===== config.mk =====
export PLATFORM = sky130hd
export DESIGN_NAME = ps2_rx_frame
export DESIGN_NICKNAME = d
export VERILOG_FILES = /design/src/rtl/ps2_pkg.sv /design/src/rtl/ps2_sync_filter.sv /design/src/rtl/ps2_rx_frame.sv
export SDC_FILE = /design/constraint.sdc
export NUM_CORES = 1
export LEC_CHECK = 0
export ABC_CLOCK_PERIOD_IN_PS = 1600
export BUFFER_PORTS_ARGS = -buffer_cell sky130_fd_sc_hd__buf_2
export CAP_MARGIN = 15
export CORE_MARGIN = 2
export CORE_UTILIZATION = 53
export DETAILED_ROUTE_END_ITERATION = 6
export PLACE_DENSITY = 0.74
export SYNTH_ARGS = -nofsm -noshare
export SYNTH_HDL_FRONTEND = slang
export SYNTH_HIERARCHICAL = 1
export SYNTH_SLANG_ARGS = --single-unit

===== constraint.sdc =====
create_clock -name clk_50m -period 1.6 [get_ports clk_50m]
set_input_delay 0 -clock clk_50m [delete_from_list [all_inputs] [get_ports clk_50m]]
set_output_delay 0 -clock clk_50m [all_outputs]
set_load 0.02 [all_outputs]

===== src/rtl/ps2_pkg.sv =====
// Shared PS/2 definitions: prefix bytes, receive FSM states and player key codes
// used by both the frame receiver and the downstream key decoder.
package ps2_pkg;

   localparam logic [7:0] PS2_BREAK = 8'hF0;
   localparam logic [7:0] PS2_EXT   = 8'hE0;

   typedef enum logic [1:0] {
      ST_IDLE,
      ST_RECV,
      ST_CHECK
   } ps2_state_e;

   localparam logic [7:0] KEY_1D = 8'h1D;
   localparam logic [7:0] KEY_1B = 8'h1B;
   localparam logic [7:0] KEY_1C = 8'h1C;
   localparam logic [7:0] KEY_23 = 8'h23;
   localparam logic [7:0] KEY_29 = 8'h29;
   localparam logic [7:0] KEY_43 = 8'h43;
   localparam logic [7:0] KEY_42 = 8'h42;
   localparam logic [7:0] KEY_3B = 8'h3B;
   localparam logic [7:0] KEY_4B = 8'h4B;
   localparam logic [7:0] KEY_5A = 8'h5A;

endpackage


===== src/rtl/ps2_sync_filter.sv =====
// Two-flop synchronizer, level-stability filter and falling-edge detector for
// the raw PS/2 clock pin.
module ps2_sync_filter #(
   parameter int unsigned FILTER_LEN = 8
) (
   input  logic clk_50m,
   input  logic rst,
   input  logic din,
   output logic fall
);

   localparam int unsigned CW = (FILTER_LEN < 2) ? 1 : $clog2(FILTER_LEN + 1);

   logic          meta_q, sync_q;
   logic          filt_q, filt_d;
   logic          filt_dly_q;
   logic [CW-1:0] cnt_q, cnt_d;

   // The filtered level flips on the FILTER_LEN-th consecutive differing cycle.
   always_comb begin
      filt_d = filt_q;
      cnt_d  = '0;
      if (sync_q != filt_q) begin
         if (cnt_q == CW'(FILTER_LEN - 1)) begin
            filt_d = sync_q;
         end else begin
            cnt_d = cnt_q + 1'b1;
         end
      end
   end

   always_ff @(posedge clk_50m) begin
      if (rst) begin
         meta_q     <= 1'b1;
         sync_q     <= 1'b1;
         filt_q     <= 1'b1;
         filt_dly_q <= 1'b1;
         cnt_q      <= '0;
      end else begin
         meta_q     <= din;
         sync_q     <= meta_q;
         filt_q     <= filt_d;
         filt_dly_q <= filt_q;
         cnt_q      <= cnt_d;
      end
   end

   assign fall = filt_dly_q & ~filt_q;

endmodule


===== src/rtl/ps2_rx_frame.sv =====
// PS/2 frame receiver: recovers scan-code bytes and folds E0/F0 prefixes into flags.
// Define PS2_PARITY_CHECK_EN to reject frames with an odd-parity mismatch.
module ps2_rx_frame
   import ps2_pkg::*;
#(
   parameter int unsigned FILTER_LEN  = 8,
   parameter int unsigned TIMEOUT_CYC = 100000
) (
   input  logic       clk_50m,
   input  logic       rst,
   input  logic       kclk,
   input  logic       kdata,
   output logic [7:0] scan_code,
   output logic       code_valid,
   output logic       is_break,
   output logic       is_extended,
   output logic       frame_err
);

   localparam int unsigned TW = $clog2(TIMEOUT_CYC + 1);

   logic          fall;
   logic          kd_meta_q, kd_sync_q;
   logic          frame_ok;
   ps2_state_e    state_q, state_d;
   logic [3:0]    bit_cnt_q, bit_cnt_d;
   logic [9:0]    shift_q, shift_d;
   logic [TW-1:0] tmo_q, tmo_d;
   logic          pend_brk_q, pend_brk_d;
   logic          pend_ext_q, pend_ext_d;
   logic [7:0]    scan_code_q, scan_code_d;
   logic          code_valid_q, code_valid_d;
   logic          is_break_q, is_break_d;
   logic          is_ext_q, is_ext_d;
   logic          frame_err_q, frame_err_d;

   ps2_sync_filter #(.FILTER_LEN(FILTER_LEN)) u_kclk_filt (
      .clk_50m (clk_50m),
      .rst     (rst),
      .din     (kclk),
      .fall    (fall)
   );

   // shift_q after ten falls: [7:0] data, [8] parity, [9] stop
`ifdef PS2_PARITY_CHECK_EN
   assign frame_ok = shift_q[9] & (^shift_q[8:0]);
`else
   logic parity_unused;
   assign parity_unused = shift_q[8];
   assign frame_ok      = shift_q[9];
`endif

   always_comb begin
      state_d      = state_q;
      bit_cnt_d    = bit_cnt_q;
      shift_d      = shift_q;
      tmo_d        = '0;
      pend_brk_d   = pend_brk_q;
      pend_ext_d   = pend_ext_q;
      scan_code_d  = scan_code_q;
      code_valid_d = 1'b0;
      is_break_d   = is_break_q;
      is_ext_d     = is_ext_q;
      frame_err_d  = 1'b0;
      case (state_q)
         ST_IDLE: begin
            if (fall && !kd_sync_q) begin
               state_d   = ST_RECV;
               bit_cnt_d = 4'd1;
            end
         end
         ST_RECV: begin
            if (fall) begin
               shift_d = {kd_sync_q, shift_q[9:1]};
               if (bit_cnt_q == 4'd10) begin
                  state_d = ST_CHECK;
               end else begin
                  bit_cnt_d = bit_cnt_q + 4'd1;
               end
            end else if (tmo_q == TW'(TIMEOUT_CYC - 1)) begin
               frame_err_d = 1'b1;
               state_d     = ST_IDLE;
               bit_cnt_d   = '0;
            end else begin
               tmo_d = tmo_q + 1'b1;
            end
         end
         ST_CHECK: begin
            state_d   = ST_IDLE;
            bit_cnt_d = '0;
            if (!frame_ok) begin
               frame_err_d = 1'b1;
               pend_brk_d  = 1'b0;
               pend_ext_d  = 1'b0;
            end else if (shift_q[7:0] == PS2_BREAK) begin
               pend_brk_d = 1'b1;
            end else if (shift_q[7:0] == PS2_EXT) begin
               pend_ext_d = 1'b1;
            end else begin
               scan_code_d  = shift_q[7:0];
               is_break_d   = pend_brk_q;
               is_ext_d     = pend_ext_q;
               code_valid_d = 1'b1;
               pend_brk_d   = 1'b0;
               pend_ext_d   = 1'b0;
            end
         end
         default: state_d = ST_IDLE;
      endcase
   end

   always_ff @(posedge clk_50m) begin
      if (rst) begin
         kd_meta_q    <= 1'b1;
         kd_sync_q    <= 1'b1;
         state_q      <= ST_IDLE;
         bit_cnt_q    <= '0;
         shift_q      <= '0;
         tmo_q        <= '0;
         pend_brk_q   <= 1'b0;
         pend_ext_q   <= 1'b0;
         scan_code_q  <= '0;
         code_valid_q <= 1'b0;
         is_break_q   <= 1'b0;
         is_ext_q     <= 1'b0;
         frame_err_q  <= 1'b0;
      end else begin
         kd_meta_q    <= kdata;
         kd_sync_q    <= kd_meta_q;
         state_q      <= state_d;
         bit_cnt_q    <= bit_cnt_d;
         shift_q      <= shift_d;
         tmo_q        <= tmo_d;
         pend_brk_q   <= pend_brk_d;
         pend_ext_q   <= pend_ext_d;
         scan_code_q  <= scan_code_d;
         code_valid_q <= code_valid_d;
         is_break_q   <= is_break_d;
         is_ext_q     <= is_ext_d;
         frame_err_q  <= frame_err_d;
      end
   end

   assign scan_code   = scan_code_q;
   assign code_valid  = code_valid_q;
   assign is_break    = is_break_q;
   assign is_extended = is_ext_q;
   assign frame_err   = frame_err_q;

endmodule


# After elaboration in Yosys (flattened, before gate mapping)

Index checks and enable logic that the tools add are counted.

Flip-flop bits (word level): 57
Latch bits: 0
Bits in writable memories: 0
Memory bits (read-only): 0
Input port bits: 4
Output and inout port bits: 12
Memories: 0

$add $sub $neg: 3
Multipliers: 0
Divide/modulo/power cells: 0
Order comparisons: 0
Equal/unequal tests: 14
Shifts and indexed selects: 0
Muxes and demuxes: 21
Bitwise logic cells: 8
Reductions and logical operators: 14

Operators with widths:

| kind                                                                   | count |
|---|---|
| 17-bit by 1-bit adder with 17-bit output (second input constant)       | 1 |
| 17-bit equality test (second input constant)                           | 1 |
| 8-bit equality test (second input constant)                            | 2 |
| 4-bit 2-to-1 mux                                                       | 4 |
| 3-bit != test (second input constant)                                  | 4 |
| 4-bit case mux with 3 select lines                                     | 1 |
| 1-bit 2-to-1 mux                                                       | 10 |
| 4-bit by 1-bit adder with 4-bit output (second input constant)         | 2 |
| 2-bit 2-to-1 mux                                                       | 4 |
| 2-bit AND reduction                                                    | 4 |
| 4-bit AND reduction                                                    | 2 |
| 4-bit OR reduction                                                     | 2 |
| 1-bit inverter                                                         | 7 |
| 4-bit by 3-bit equality test with 1-bit output (second input constant) | 1 |
| 4-bit equality test (second input constant)                            | 1 |
| 2-bit != test (second input constant)                                  | 2 |
| 2-bit case mux with 2 select lines                                     | 1 |
| 3-bit AND reduction                                                    | 1 |
| 3-bit nonzero test                                                     | 1 |
| 3-bit OR reduction                                                     | 1 |
| 2-bit by 1-bit equality test with 1-bit output (second input constant) | 1 |
| 2-bit equality test (second input constant)                            | 1 |
| 2-bit logical NOT                                                      | 1 |
| 1-bit case mux with 2 select lines                                     | 1 |
| 4 further kinds                                                        | 4 |

# Logic depth before layout (Yosys ltp)

Gate-level depths: netlist of run 1.

Word-level depth: 5
Mapped depth: 7
Gate-level depth less buffers: 7

# Cells and area by module

Netlist of run 1, hierarchy kept.

Modules (own cells, without submodules):

| module          | times used | cells an instance | area an instance (um^2) | seq. area each (um^2) |
|---|---|---|---|---|
| ps2_rx_frame    | 1          | 228               | 2,159.6                 | 980.9 |
| ps2_sync_filter | 1          | 27                | 281.5                   | 160.2 |

# Worst setup path after synthesis of run 1

OpenSTA, ideal clock, no wires.

Path kind: register -> register
From: register tmo_q[0]
To: register tmo_q[2]
Setup time: 0.062 ns
Arrival time: 1.645 ns
Required time: 1.538 ns
Slack: -0.107 ns
Cell stages (with the launch flop): 8
Clock period less this slack: 1.707 ns
Cell sequence: dfxtp_1 ha_1 and4_1 and4_4 or3_1 buf_6 buf_12 nor2_4

Word-level cells in the longest chain between the ends: 2
Elaborated cells on any way between the ends: 3
Those cells by class: add/sub (1); eq/ne (1); reduce/logical (1)

RTL lines:

| item                                                                                             | line                | source |
|---|---|---|
| start, declared                                                                                  | ps2_rx_frame.sv:28  | `logic [TW-1:0] tmo_q, tmo_d;` |
| start signal, assigned                                                                           | ps2_rx_frame.sv:133 | `tmo_q <= tmo_d;` |
| parallel branches: the longest is 2 deep, another holds 17-bit by 1-bit adder with 17-bit output | --                  |  |

Several ways; the timed one is not identified.
A chain may end at the register's enable or synchronous reset.

# Worst setup path in the final report of run 1

From: register tmo_q[1]
To: register tmo_q[2]

The elaborated chain is that of the path after synthesis.

==> results of run 1 <==
[worst min-delay path, stage by stage]
cell and delay, ns:
sky130_fd_sc_hd__buf_2 0.11, sky130_fd_sc_hd__buf_4 0.24, sky130_fd_sc_hd__a211oi_2 0.05
[layout by cell type, fill, tap and decap left out, types with 3 or more instances in the layout]
cell / netlist / layout
sky130_fd_sc_hd__or2_2: 6 / 6
sky130_fd_sc_hd__nand3_1: 7 / 7
sky130_fd_sc_hd__nand4_1: 3 / 3
sky130_fd_sc_hd__mux2i_1: 10 / 10
sky130_fd_sc_hd__nand3b_1: 3 / 3
sky130_fd_sc_hd__a21oi_1: 16 / 15
sky130_fd_sc_hd__nor2_2: 2 / 4
sky130_fd_sc_hd__buf_2: 0 / 15
sky130_fd_sc_hd__buf_4: 0 / 32
sky130_fd_sc_hd__xor2_1: 11 / 9
sky130_fd_sc_hd__or3_4: 1 / 3
sky130_fd_sc_hd__dfxtp_1: 57 / 52
sky130_fd_sc_hd__inv_1: 12 / 11
sky130_fd_sc_hd__clkbuf_8: 0 / 11
sky130_fd_sc_hd__nor2b_1: 3 / 3
sky130_fd_sc_hd__dfxtp_2: 0 / 5
sky130_fd_sc_hd__nor2_1: 22 / 20
sky130_fd_sc_hd__o21ai_0: 3 / 3
sky130_fd_sc_hd__nor2_4: 9 / 9
sky130_fd_sc_hd__nand2b_1: 3 / 3
sky130_fd_sc_hd__nand2_1: 31 / 31
sky130_fd_sc_hd__ha_1: 8 / 5
sky130_fd_sc_hd__a211oi_1: 4 / 3
sky130_fd_sc_hd__xnor2_1: 6 / 6
[flip-flops by register name, indices dropped and copies added (netlist names), 2 cells and up]
name	flops
state_q	2
scan_code	8
tmo_q	17
bit_cnt_q	4
shift_q	10
u_kclk_filt/cnt_q	4
[cells in the mapped netlist (2+ instances only)]
master                     number  area [sq um]
sky130_fd_sc_hd__dfxtp_1       57          1140
sky130_fd_sc_hd__nand2_1       31           116
sky130_fd_sc_hd__nor2_1        22          82.6
sky130_fd_sc_hd__a21oi_1       16          80.1
sky130_fd_sc_hd__inv_1         12          45.0
sky130_fd_sc_hd__xor2_1        11          96.3
sky130_fd_sc_hd__mux2i_1       10           100
sky130_fd_sc_hd__nor2_4         9           101
sky130_fd_sc_hd__ha_1           8           100
sky130_fd_sc_hd__nand3_1        7          35.0
sky130_fd_sc_hd__clkbuf_1       6          22.5
sky130_fd_sc_hd__or2_2          6          37.5
sky130_fd_sc_hd__xnor2_1        6          52.6
sky130_fd_sc_hd__a211oi_1       4          30.0
sky130_fd_sc_hd__nand2b_1       3          18.8
sky130_fd_sc_hd__nand3b_1       3          22.5
sky130_fd_sc_hd__nand4_1        3          18.8
sky130_fd_sc_hd__nor2b_1        3          18.8
sky130_fd_sc_hd__o21ai_0        3          15.0
sky130_fd_sc_hd__or3_1          3          18.8
sky130_fd_sc_hd__a211o_1        2          17.5
sky130_fd_sc_hd__and3b_1        2          17.5
sky130_fd_sc_hd__and4_1         2          17.5
sky130_fd_sc_hd__nor2_2         2          12.5
sky130_fd_sc_hd__nor3_1         2          10.0
sky130_fd_sc_hd__nor4_1         2          12.5
sky130_fd_sc_hd__o31ai_1        2          15.0
[metal layers]
metal  vias to the layer above  share of wire (%)
met1                       891                 46
met3                         8                2.4
li1                        969                  -
met4                         0                1.6
met5                         -                  0
met2                        22                 50
[worst max path at each step]
stage	startpoint	endpoint	slack [ns]	depth (start not counted)
3_3_place_gp	tmo_q[1]	tmo_q[11]	0.03	6
4_1_cts	tmo_q[1]	tmo_q[9]	-0.01	6
6_report	tmo_q[1]	tmo_q[2]	-0.002	6
5_1_grt	tmo_q[1]	tmo_q[12]	-0.04	8
3_5_place_dp	tmo_q[1]	tmo_q[11]	-0.04	6
2_1_floorplan	tmo_q[0]	tmo_q[0]	-0.02	7
[cell families (layout without fill, tap and decap cells)]
kind of cell             after synthesis  count (layout)
AND/OR/NAND/NOR                      109             109
adder cells (fa/ha/maj)                8               8
multiplexers                          10              10
buffers and inverters                 20              79
AO/OA/AOI/OAI                         34              34
flip-flops                            57              57
XOR/XNOR                              17              17
[where the power goes]
group	total (mW)	switching [mW]	leakage, nW	internal (mW)
combinational	0.186	0.0941	0.593	0.0920
sequential	1.45	0.00999	0.463	1.44
clock	1.51	0.553	0.115	0.955
total	3.14	0.657	1.17	2.48
[layout make-up]
class	count	area share, %
Sequential cell	57	36.3
Timing Repair Buffer	51	12.0
Clock inverter	5	2.46
Inverter	12	1.43
Tap cell	52	2.06
Multi-Input combinational cell	178	40.9
Clock buffer	11	4.79
[repair_timing]
| action | 4_1_cts | 5_1_grt |
|---|---|---|
| endpoints found under the hold margin | 2 | 0 |
| hold buffers | 2 | 0 |
| endpoints found under the setup margin | 15 | 18 |
| pin swaps | 0 | 5 |
| gates resized for setup | 6 | 15 |
| cloned | 0 | 1 |
==> run summary, run 1 <==
The flow ran to the end, but the final reports show violations. The final reports fail on setup timing. Once layout is complete, the utilization of the core stands at between 70 and 80%. Counting flops with an async set or reset pin after synthesis yields a share of 0%. After synthesis, the largest family of logic cells by area is simple AND/OR/NAND/NOR gates. The worst setup path is launched from a flip-flop. Synthesis inferred 57 register bits.

Global routing used 20.3% of the available tracks across all layers. The number of DRC violations after detailed routing came out at 0. The starting DRC count in detailed routing came out at a little over 40. The remaining global-route overflow came out at 0.

The slowest stage of the critical path belongs to the cell sky130_fd_sc_hd__or3_4. The headroom to the max-slew limit is around 80%. After the last flow step, the layout net total stands at roughly 320. The count of nets left with antenna violations after detail routing is 0. The filler cell count in the final layout is 321. The largest vdd supply drop came out at between 0.0007 and 0.0008 V.

The count of buffers inserted at the top-level ports is 15. The mux contribution to synthesized area is around 4%. The area of the multi-input gates is 1290 sq um. Counting every instance in the synthesized netlist gives roughly 260. Adding up every negative setup slack in the final design gives -0.00258 ns.

The overall power came out at ~3.1 mW. The first global-routing pass estimated about 8000 um of wire. The number of diodes added for antenna fixing is 0.

The max-cap check violation count is 0. The tightest min-delay check is of the input pin to flip-flop type. The H-tree was split into 3 levels. Yosys mapped the design onto 45 distinct sky130hd cell types. The final number of setup-violating endpoints came out at 2. The worst setup path is captured at a flip-flop. The signed area change from the synthesized netlist to the final layout is 29.4%. Summed over all nets, the half-perimeter wirelength after detailed placement is between 3000 and 4000 um. The floorplan die height is between 70 and 80 um. The number of core rows came out at 24. The post-route cell area came out at approximately 3200 sq um. The I/O pin count came out at 16. In this run the most used layer during global routing was met2.

The synthesized netlist devotes around a quarter of its cell area to simple gates. The depth of the worst hold-timing path came out at 3. The XOR/XNOR share of the synthesized area came out at under 10%. The post-synthesis share of cell area spent on full adders, half adders and majority gates is about 4.1%. The critical path is of the flip-flop to flip-flop type. The startpoint identified for the worst register-to-register timing path is tmo_q[1]. The first detailed-routing pass ran for 4 iterations.

The number of synthesized flops with an enable pin came out at 0. The die covers roughly 5200 sq um. The average vias per placed instance came out at between 5 and 6. The sequential cell area is about 1100 sq um. The worst clock skew came out at 0.00769 ns. The initial antenna violation count is 0. The slack of the worst reg-to-reg path came out at -0.002 ns. For this run, the top clock speed supported by timing is around 620 MHz. Clock tree synthesis selected as its root buffer the cell sky130_fd_sc_hd__clkbuf_8.

The kind of cell adding the most delay to the critical path is simple AND/OR/NAND/NOR gates. Global routing consumed, on the met1 layer, 23.4% of the routing resources. Detailed routing inserted a total of roughly 1,900 vias. The placement-stage cell area came out at 2800 sq um. The final worst slack came out at -0.00242 ns. The transition time of the tightest slew-check pin is 0.297 ns. The area of the core came out at 4380 sq um. The period utilization is 100%. The routability-driven placement congestion ratio came out at 0.818. Global routing used 5.49% of the available met3 tracks. TritonCTS built the clock tree.

The layout cell share with drive strength beyond 1 is about a third. The post-synthesis average cell area is about 9.6 sq um. The combined buffer and inverter count along the critical path is 1. The number of standard cells in the layout, taps in and fillers out is 366. The startpoint identified for the worst hold timing path is rst. The logic depth of the worst register-to-register path came out at 6. The leakage power came out at 1.17 nW. The final hold violation count is 0. The horizontal extent of the die came out at 71.9 um. The delay contributed by the slowest stage of the critical path came out at just over 0.4 ns. For this run, the number of Yosys warnings is 6.

The count of final max-slew check failures is 0. The worst hold path terminates at bit_cnt_q[0]. The power per standard cell area came out at approximately 990 nW/um^2. The most used flip-flop cell after synthesis is sky130_fd_sc_hd__dfxtp_1.

Counting the buffers created by CTS gives 9. The pin count of the biggest net entering global routing came out at 21. The post-synthesis compound-gate area fraction is around a tenth. Setup repair after global routing could not meet its margin everywhere. The largest fanout of any net on the critical path is 8. The sequential area share after synthesis is a little under half.

OpenSTA, run right after detailed placement, puts the worst setup slack at -0.0404 ns. The critical path arrival is 1.87 ns. The maximum clock path buffer count came out at 2. The total wire length is 4760 um.

The number of global-route vias before repair came out at ~1,900. The clock period minus worst slack came out at roughly 1.6 ns. The fraction of met2 tracks used by global routing is 33.8%. The critical path required time came out at 1.87 ns.

The worst-case hold slack is ~0.11 ns. Clock tree synthesis found a total of between 50 and 60 sinks. The number of placed cells counting well taps is 347. The clock-pin transition on the worst setup and hold timing paths came out at approximately 0.060 ns. The later pin in the worst-skew pair is clocked with a latency of 0.33 ns.

The endpoint identified for the worst register-to-register timing path is tmo_q[2]. The signal on the critical path passes through ha_4 -> and4_1 -> and4_4 -> or3_4 -> clkbuf_16 -> nor2_4. Summing every instance area after synthesis gives 2440 sq um. The post-CTS setup buffer count came out at 0.

Once the floorplan was initialized, standard cells occupied 55.7% of the core. After detailed routing, the average wire length per cell comes to roughly 13 um. The net count of the mapped netlist is 267.
Note: power is estimated with default switching activity, not from simulation.
==> run 2, diff against run 1 <==
Settings changed: TNS_END_PERCENT set to 20.
==> run 2 against run 1 <==
The flow still finishes with violations (setup timing). Die area unchanged. Sequential power about the same. Clock skew down 0.00074 ns. Setup slack worse by 0.0051 ns. First-iteration DRC count up 24%. Cell count up 0.27%. Combinational power up 6%. Critical path depth unchanged. Register-to-register slack about the same. Clock power down 17%. Critical path type unchanged. Critical endpoint is now tmo_q[7].
==> run summary, run 2 (synthesis gave the netlist of run 1 again) <==
The floorplan die height came out at 71.9 um (unchanged). The final number of setup-violating endpoints came to 6 (+4). The average vias per placed instance came out at 5.15 (-0.27%). The run finished, with violations left. The worst setup path is of the flip-flop to flip-flop kind. The worst setup path is captured at a flip-flop. The total clock sinks is 57 (unchanged).

The power per standard cell area is 913 nW/um^2 (-8.1%). The met3 track demand over resource came to 9.42% (+3.9 points). The leakage power came out at 1.17 nW (-0.24%).

The number of placed cells counting well taps is 345 (-0.58%). The post-layout utilization of the core came out at 72.3% (+0.20 points). The library cells used most frequently in the layout, excluding fill and tap cells, are sky130_fd_sc_hd__dfxtp_1, sky130_fd_sc_hd__nand2_1, sky130_fd_sc_hd__buf_4.

The largest vdd supply drop is 0.000834 V (+8.1%). The critical path required time is 1.88 ns (about the same). The max-cap check violation count was 0 (unchanged). The first-pass GRT wire length came out at 7630 um (-5.3%). The number of flip-flops in the largest register came to 17 (unchanged). The fraction of met2 tracks used by global routing is 30.7% (-3.2 points). The final routed wire length divided by cell count is 13.2 um (+1.6%). The number of core rows is 24 (unchanged).

The slack of the worst reg-to-reg path is -0.007 ns (about the same). The count of final max-slew check failures came to 0 (unchanged). The period utilization is 100% (+0.32 points).

The I/O pin count was 16 (unchanged). The number of global-route vias before repair is 1,783 (-6.8%). The layout cell share with drive strength beyond 1 came out at 34.0% (-0.43 points). The number of diodes added for antenna fixing was 0 (unchanged).

The starting DRC count in detailed routing was 51 (+24%). The worst clock skew is 0.00695 ns (-0.000739 ns). In this run the worst hold path is classified as input pin to flip-flop. The total wire length came to 4840 um (+1.8%). The largest fanout of any net on the critical path came out at 5 (-3).

The initial antenna violation count came out at 0 (unchanged). The count of nets left with antenna violations after detail routing came out at 0 (unchanged). The half-perimeter wire length after placement is 3060 um (-3.9%). The clock latency on the worst-skew pair came to 0.34 ns (about the same). The transition time of the tightest slew-check pin is 0.281 ns (-0.0152 ns).

The area growth from synthesis to layout is 29.8%. The highest achievable clock rate is 622 MHz (-0.32%). The clock period minus worst slack was 1.61 ns (+0.00508 ns). STA classifies the critical path startpoint as a flip-flop. The CTS H-tree depth was 3 (unchanged). The starting density of the core came out at 55.7% (unchanged).

The global routing stage identified its most utilized layer as met2. The number of standard cells in the layout, taps in and fillers out was 367 (+0.27%). The checks that failed: setup timing.

The met1 demand-to-capacity share in global routing is 23.3% (-0.16 points). The headroom to the max-slew limit is 81.1% (+0.98 points). The critical path arrival is 1.89 ns (+0.02 ns). The clock-pin transition on the worst setup and hold timing paths is 0.07 ns (about the same). The total routing usage reported by global routing was 19.7% (-0.58 points). Setup repair after global routing could not meet its margin everywhere.

The full die area is 5160 sq um (unchanged). In this run the clock root is driven by a sky130_fd_sc_hd__clkbuf_8. The count of vias placed by the detailed router came to 1,890 (unchanged). The pin count of the biggest net entering global routing came out at 32 (+52%). The horizontal extent of the die came out at 71.9 um (unchanged).

The remaining global-route overflow is 0 (unchanged). The final hold violation count is 0 (unchanged). More flip-flops sit in one register than any other, and that register is tmo_q. The final worst slack is -0.00749 ns (-0.00508 ns). The total clock buffers created by CTS came to 9 (unchanged). The length of the first detailed-routing pass in iterations is 4 (unchanged).

Leaving out fill and tap cells, the most frequent cell in the layout is sky130_fd_sc_hd__dfxtp_1. The final net count came out at 322 (+0.31%). The routability-driven placement congestion ratio came out at 0.856 (+4.6%). The number of DRC violations after detailed routing came out at 0 (unchanged).

The count of buffers inserted at the top-level ports came out at 15 (unchanged). The area of the core came out at 4380 sq um (unchanged). The maximum clock path buffer count is 2 (unchanged).

The CTS tree is done.
[run 2: critical path, stage by stage (launching register included)]
cell and delay, ns:
sky130_fd_sc_hd__dfxtp_4 0.35, sky130_fd_sc_hd__ha_4 0.15, sky130_fd_sc_hd__and4_4 0.17, sky130_fd_sc_hd__and4_4 0.19, sky130_fd_sc_hd__or3_4 0.43, sky130_fd_sc_hd__buf_12 0.16
sky130_fd_sc_hd__nor2_2 0.09
[run 2: layout make-up]
cell class | count | area (sq um)
well taps | 52 | 65.1
fillers | 320 | 1220
flip-flops and latches | 57 | 1150
clock inverters | 5 | 38.8
clock buffers | 11 | 151
repair buffers | 52 | 410
inverters | 12 | 45.0
multi-input cells | 178 | 1310
[run 2: report_power, final]
part           internal [mW]  switching [mW]  total [mW]
clock                  0.653           0.601        1.25
sequential              1.43         0.00929        1.44
combinational         0.0980           0.100       0.198
[run 2: per-layer routing]
metal  share of wire, %  routed length, um
met2                 48               2320
met3                4.6                222
met1                 45               2200
met4                2.1                104
met5                  0                  0
[run 2: path summary, 6_finish.rpt]
check        depth (start not counted)       from        end
max                                  6   tmo_q[1]   tmo_q[7]
min                                  3      kdata  kd_meta_q
max reg2reg                          6   tmo_q[1]   tmo_q[7]
min reg2reg                          1  kd_meta_q  kd_sync_q
[run 2: metrics by stage]
stage          total power, mW  area [sq um]  setup slack [ns]  setup TNS [ns]  hold WS [ns]
2_1_floorplan             1.58          2460           -0.0225          -0.163        0.0997
3_3_place_gp              1.62          2790            0.0236               0         0.183
3_5_place_dp              1.63          2790          -0.00882        -0.00935         0.195
4_1_cts                   2.90          3040           0.00399               0         0.367
5_1_grt                   3.01          3170           -0.0925          -0.732         0.373
6_report                  2.89          3170          -0.00749         -0.0156         0.381
[run 2: what timing repair did]
| item | CTS | global route |
|---|---|---|
| pin swaps | 1 | 8 |
| hold endpoints to repair | 5 | 0 |
| endpoints found under the setup margin | 5 | 22 |
| buffers inserted | 0 | 1 |
| resized for setup | 2 | 24 |
| gates cloned | 1 | 1 |
| hold buffers | 3 | 0 |
